### config.mk
export PLATFORM = sky130hd
export DESIGN_NAME = line_pixel_writer_flat
export DESIGN_NICKNAME = d
export VERILOG_FILES = /design/src/rtl/line_pixel_writer_if.sv /design/src/rtl/line_pixel_writer.sv /design/src/flat_wrapper.sv
export SDC_FILE = /design/constraint.sdc
export NUM_CORES = 1
export LEC_CHECK = 0
export ABC_AREA = 1
export CAP_MARGIN = 10
export CORE_MARGIN = 4
export CORE_UTILIZATION = 60
export DETAILED_ROUTE_END_ITERATION = 16
export PLACE_DENSITY = 0.84
export SETUP_SLACK_MARGIN = 0.2
export SLEW_MARGIN = 20
export SYNTH_ARGS = -nofsm -noshare
export SYNTH_HDL_FRONTEND = slang
export SYNTH_SLANG_ARGS = --single-unit
### constraint.sdc
create_clock -name clk -period 7.1 [get_ports clk]
set_input_delay 1.065 -clock clk [delete_from_list [all_inputs] [get_ports clk]]
set_output_delay 1.065 -clock clk [all_outputs]
set_load 0.005 [all_outputs]
### src/rtl/line_pixel_writer_if.sv
// Pixel-in and framebuffer-write bundle for line_pixel_writer.
// The slave side is the writer; the master side is the source plus memory.
interface line_pixel_writer_if #(
  parameter int WIDTH_BITS = 6,
  parameter int COLOR_BITS = 8
);
  logic                    valid;
  logic [WIDTH_BITS:0]     x;
  logic [WIDTH_BITS:0]     y;
  logic [COLOR_BITS-1:0]   color_in;
  logic                    mem_we;
  logic [2*WIDTH_BITS-1:0] mem_addr;
  logic [COLOR_BITS-1:0]   mem_data;
  logic                    mem_ready;

  modport master (
    output valid, x, y, color_in, mem_ready,
    input  mem_we, mem_addr, mem_data
  );

  modport slave (
    input  valid, x, y, color_in, mem_ready,
    output mem_we, mem_addr, mem_data
  );
endinterface

### src/rtl/line_pixel_writer.sv
// Clips line pixels, queues them in a FIFO and writes them to a framebuffer.
// Tracks line activity to emit a done pulse once the queue has drained.
module line_pixel_writer #(
  parameter int WIDTH_BITS      = 6,
  parameter int COLOR_BITS      = 8,
  parameter int FIFO_DEPTH_BITS = 3
) (
  input  logic                 clk,
  input  logic                 reset,
  line_pixel_writer_if.slave   bus,
  input  logic                 src_busy,
  input  logic                 clear,
  output logic                 done,
  output logic                 overflow,
  output logic [15:0]          write_count,
  output logic [15:0]          clip_count
);
  localparam int AW    = 2 * WIDTH_BITS;
  localparam int EW    = AW + COLOR_BITS;
  localparam int DEPTH = 1 << FIFO_DEPTH_BITS;
  localparam int CW    = FIFO_DEPTH_BITS + 1;

  typedef enum logic [1:0] {IDLE, ACTIVE, DRAIN} state_t;

  state_t state_q, state_d;

  logic                  s1_valid_q;
  logic [WIDTH_BITS:0]   s1_x_q;
  logic [WIDTH_BITS:0]   s1_y_q;
  logic [COLOR_BITS-1:0] s1_color_q;

  logic [EW-1:0]              fifo_mem [DEPTH];
  logic [FIFO_DEPTH_BITS-1:0] wr_ptr_q, rd_ptr_q;
  logic [CW-1:0]              cnt_q, cnt_d;

  logic [15:0] wcnt_q, wcnt_d;
  logic [15:0] ccnt_q, ccnt_d;
  logic        ovf_q, ovf_d;
  logic        done_q, done_d;

  logic          in_bounds, empty, full;
  logic          pop, push, drop, clip;
  logic [EW-1:0] head;

  assign in_bounds = ~s1_x_q[WIDTH_BITS] & ~s1_y_q[WIDTH_BITS];
  assign empty     = (cnt_q == '0);
  assign full      = (cnt_q == CW'(DEPTH));
  assign pop       = ~empty & bus.mem_ready;
  assign push      = s1_valid_q & in_bounds & (~full | pop);
  assign drop      = s1_valid_q & in_bounds & full & ~pop;
  assign clip      = s1_valid_q & ~in_bounds;
  assign head      = fifo_mem[rd_ptr_q];

  // Gate the head so the bus reads zero whenever nothing is queued.
  assign bus.mem_we   = ~empty;
  assign bus.mem_addr = empty ? '0 : head[EW-1:COLOR_BITS];
  assign bus.mem_data = empty ? '0 : head[COLOR_BITS-1:0];

  assign done        = done_q;
  assign overflow    = ovf_q;
  assign write_count = wcnt_q;
  assign clip_count  = ccnt_q;

  always_comb begin
    cnt_d  = cnt_q + CW'(push) - CW'(pop);
    wcnt_d = wcnt_q;
    ccnt_d = ccnt_q;
    ovf_d  = ovf_q | drop;
    if (pop && wcnt_q != 16'hFFFF) wcnt_d = wcnt_q + 16'd1;
    if (clip && ccnt_q != 16'hFFFF) ccnt_d = ccnt_q + 16'd1;
    if (clear) begin
      wcnt_d = '0;
      ccnt_d = '0;
      ovf_d  = 1'b0;
    end
  end

  always_comb begin
    state_d = state_q;
    done_d  = 1'b0;
    unique case (state_q)
      IDLE:   if (src_busy) state_d = ACTIVE;
      ACTIVE: if (!src_busy) state_d = DRAIN;
      DRAIN: begin
        if (src_busy) begin
          state_d = ACTIVE;
        end else if (!s1_valid_q && empty) begin
          state_d = IDLE;
          done_d  = 1'b1;
        end
      end
      default: state_d = IDLE;
    endcase
  end

  always_ff @(posedge clk) begin
    if (push) begin
      fifo_mem[wr_ptr_q] <= {s1_y_q[WIDTH_BITS-1:0],
                             s1_x_q[WIDTH_BITS-1:0],
                             s1_color_q};
    end
  end

  always_ff @(posedge clk) begin
    if (reset) begin
      state_q    <= IDLE;
      s1_valid_q <= 1'b0;
      s1_x_q     <= '0;
      s1_y_q     <= '0;
      s1_color_q <= '0;
      wr_ptr_q   <= '0;
      rd_ptr_q   <= '0;
      cnt_q      <= '0;
      wcnt_q     <= '0;
      ccnt_q     <= '0;
      ovf_q      <= 1'b0;
      done_q     <= 1'b0;
    end else begin
      state_q    <= state_d;
      s1_valid_q <= bus.valid;
      s1_x_q     <= bus.x;
      s1_y_q     <= bus.y;
      s1_color_q <= bus.color_in;
      if (push) wr_ptr_q <= wr_ptr_q + 1'b1;
      if (pop)  rd_ptr_q <= rd_ptr_q + 1'b1;
      cnt_q      <= cnt_d;
      wcnt_q     <= wcnt_d;
      ccnt_q     <= ccnt_d;
      ovf_q      <= ovf_d;
      done_q     <= done_d;
    end
  end
endmodule

### src/flat_wrapper.sv
// flat-port wrapper written by rule: the top's interface ports become plain ports
module line_pixel_writer_flat 
#(
  parameter int WIDTH_BITS      = 6,
  parameter int COLOR_BITS      = 8,
  parameter int FIFO_DEPTH_BITS = 3
)
  (clk, reset, src_busy, clear, done, overflow, write_count, clip_count, bus_valid, bus_x, bus_y, bus_color_in, bus_mem_ready, bus_mem_we, bus_mem_addr, bus_mem_data);
  line_pixel_writer_if #(.WIDTH_BITS(WIDTH_BITS), .COLOR_BITS(COLOR_BITS)) bus_i ();
  input  logic clk;
  input  logic reset;
  input  logic src_busy;
  input  logic clear;
  output logic done;
  output logic overflow;
  output logic [15:0] write_count;
  output logic [15:0] clip_count;
  input wire logic [$bits(bus_i.valid)-1:0] bus_valid;
  input wire logic [$bits(bus_i.x)-1:0] bus_x;
  input wire logic [$bits(bus_i.y)-1:0] bus_y;
  input wire logic [$bits(bus_i.color_in)-1:0] bus_color_in;
  input wire logic [$bits(bus_i.mem_ready)-1:0] bus_mem_ready;
  output wire logic [$bits(bus_i.mem_we)-1:0] bus_mem_we;
  output wire logic [$bits(bus_i.mem_addr)-1:0] bus_mem_addr;
  output wire logic [$bits(bus_i.mem_data)-1:0] bus_mem_data;
  assign bus_i.valid = bus_valid;
  assign bus_i.x = bus_x;
  assign bus_i.y = bus_y;
  assign bus_i.color_in = bus_color_in;
  assign bus_i.mem_ready = bus_mem_ready;
  assign bus_mem_we = bus_i.mem_we;
  assign bus_mem_addr = bus_i.mem_addr;
  assign bus_mem_data = bus_i.mem_data;
  line_pixel_writer #(.WIDTH_BITS(WIDTH_BITS), .COLOR_BITS(COLOR_BITS), .FIFO_DEPTH_BITS(FIFO_DEPTH_BITS)) u_core (.clk(clk), .reset(reset), .bus(bus_i), .src_busy(src_busy), .clear(clear), .done(done), .overflow(overflow), .write_count(write_count), .clip_count(clip_count));
endmodule
==> qor.yml <==
powerDensity_nw_per_um2: 322.1
cts_resized: 0
hold_path.class: "reg2reg"
post_cts_buffers: 0
core_um2: 15430
maxUsedRoutingLayer: "met5"
final_util_pct: 74.21
dieArea_um2: 18050
drc: 0
synthTopCellsByArea: "edfxtp_1 50%, dfxtp_1 15%, nor2_1 9.8%, nand2_1 4.4%, o21ai_0 4.2%"
syn_avg_cell_area_um2: 10.07
antenna_cells: 0
dpl.cell_count: 1218
overflow: 0
crit_type: "reg2out"
wl_met1_mm: 8.809
via_per_inst: 5.615
clock_tree.buffer_depth: 3
start_util_pct: 62.08
postRouteWirelength_mm: 21.60
swShare_pct: 27.79
seq_area_frac_synth_pct: 65.21
cts-root-buf: "clkbuf_16"
arrival_ns: 3.38
wl_met3_mm: 1.701
cts.sinks: 232
worst_slack_ns: 2.655
area_delta_synth_final_pct: 19.53
dr.first_iter.drc_count: 724
irDropWorstVdd_mv: 0.2026
syn_area_um2: 9578
setup_tns_ns: 0
final_area_um2: 11450
grt_usage_pct: 23.94
dp_slack_ns: 3.270
finalSetupViolCount: 0
end_kind: "output pin"
synth_top_area_cell: "edfxtp_1"
yosys_warnings: 0
drt_first_pass_iters: 5
final_cells: 1259
layout_common_cells: "243 x nor2_1, 160 x edfxtp_1, 113 x nand2_1"
drv_slew: 0
antenna_found_initial: 1
path_clk_slew_ns: 0.06
synth_top_family_by_area: "simple AND/OR/NAND/NOR gates"
crit_required_ns: 6.03
layout.nets: 1071
antenna_left: 0
status: "finished clean"
clock_skew_ns: 0.006815
drv_cap: 0
tightest_slew_ns: 0.7705
die_h_um: 134.3
yosys.area_share.adder_pct: 1.515
placed_cell_area_um2: 10610
post-dp-hpwl_mm: 12.64
grt_max_degree: 82
totalPowerFinal_mw: 3.687
pwr-share-seq_pct: 41.3
grt_pass1_wl_mm: 34.82
gp_congestion: 0.8350
maxSlewHeadroom_pct: 48.64
dr_wl_met2_mm: 10.61
ios: 83
drive_gt1_share_pct: 7.920
vias: 7069
p_leak_nw: 4.199
synth-simple-area-share_pct: 18.65
intPower_mw: 2.663
cp-start-kind: "register"
switching_power_mw: 1.025
wl_per_cell_um: 17.15
htree_levels: 1
grt_pass1_vias: 7078
rsz0062_at_grt: "false"
path_max_fanout: 81
fmax_ghz: 0.2250
hold_viol: 0
combPwrFrac_pct: 22.8
postSynthCellCount: 951
pwr-share-clk_pct: 35.9
synth_fp_nets: 990
cts_hold_buf: 0
final_common_cell: "nor2_1"
ys.flop_type: "edfxtp_1"
ys_seq_elements: 232
synthArstFlopShare_pct: 0
synth_compound_area_share_pct: 9.758
clk_latency_ns: 0.49
die_w_um: 134.3
synth.top_cell.area_share_pct: 50.16
period_needed_ns: 4.445
synth_edf_count: 160
finalCritPeriodShare_pct: 62.61
cts_tree: "yes"
muxShareOfSynthArea_pct: 0
numCtsBuffers: 23
holdWs_ns: 0.4836
rows: 45
ys_types: 35
portBuffers: 82
synthXorXnorAreaFrac_pct: 0.1829
[power by group through the flow]
stage	logic (mW)	clock network [mW]	registers (mW)
4_1_cts	0.844	1.33	1.52
2_1_floorplan	0.504	0	1.54
3_3_place_gp	0.802	0	1.55
5_1_grt	0.941	1.39	1.53
6_report	0.840	1.33	1.52
3_5_place_dp	0.829	0	1.55
[kinds of logic (layout without fill, tap and decap cells)]
logic type      Yosys count  after routing
compound gates          168            168
simple gates            427            427
fa+ha+maj                11             11
flops                   232            232
xor+xnor                  2              2
buf+inv                 111            208
[cells in the mapped netlist, types with 2 or more instances]
master,number
a21oi_1,31
a31oi_1,3
buf_2,12
buf_6,2
clkbuf_1,25
dfxtp_1,72
edfxtp_1,160
ha_1,10
inv_1,69
nand2_1,113
nand2_2,4
nand2_4,5
nand3_1,31
nand3b_1,3
nand4_1,4
nor2_1,251
nor2_2,5
nor2_4,3
nor3_1,2
nor3b_1,2
o211ai_1,20
o21ai_0,80
o21ai_1,12
o22ai_1,20
xnor2_1,2
[final cells by class]
class	count	area (µm²)
clock buffers	29	650.6
clock inverters	12	188.9
fillers	1028	3979
inverters	71	267.8
multi-input cells	608	2904
flip-flops and latches	232	6247
well taps	211	264.0
repair buffers	96	925.9
[critical path, cell delays in order (launching register included)]
cell and delay (ns):
dfxtp_2 0.31, buf_4 0.34, inv_2 0.44, buf_4 0.55, o21ai_0 0.24, o211ai_1 0.13, nand2_1 0.06, nor2_1 0.20
clkdlybuf4s50_1 0.54
[sequential cells by signal, indices dropped and copies added (netlist names), 3 cells and up, named ones only]
name,flops
u_core.s1_x_q,7
u_core.s1_y_q,7
u_core.s1_color_q,8
u_core.fifo_mem,160
u_core.rd_ptr_q,3
u_core.write_count,16
u_core.wr_ptr_q,3
u_core.clip_count,16
u_core.cnt_q,4
[per-layer routing]
| metal | global-route usage [%] | up-vias |
|---|---|---|
| met4 | 7.692 | 2 |
| met2 | 40.84 | 320 |
| met5 | 0 | - |
| li1 | - | 3380 |
| met3 | 3.938 | 49 |
| met1 | 31.59 | 3318 |
[worst paths after layout]
check / startpoint / endpoint / slack, ns / cells past startpoint
worst min register to register: u_core.overflow / u_core.overflow / 0.48 / 2
worst max register to register: u_core.cnt_q[2] / u_core.fifo_mem[2][2] / 4.21 / 9
worst max-delay path: register / bus_mem_addr[10] / 2.65 / 8
worst min-delay path: u_core.overflow / u_core.overflow / 0.48 / 2
Note: power is estimated with default switching activity, not from simulation.
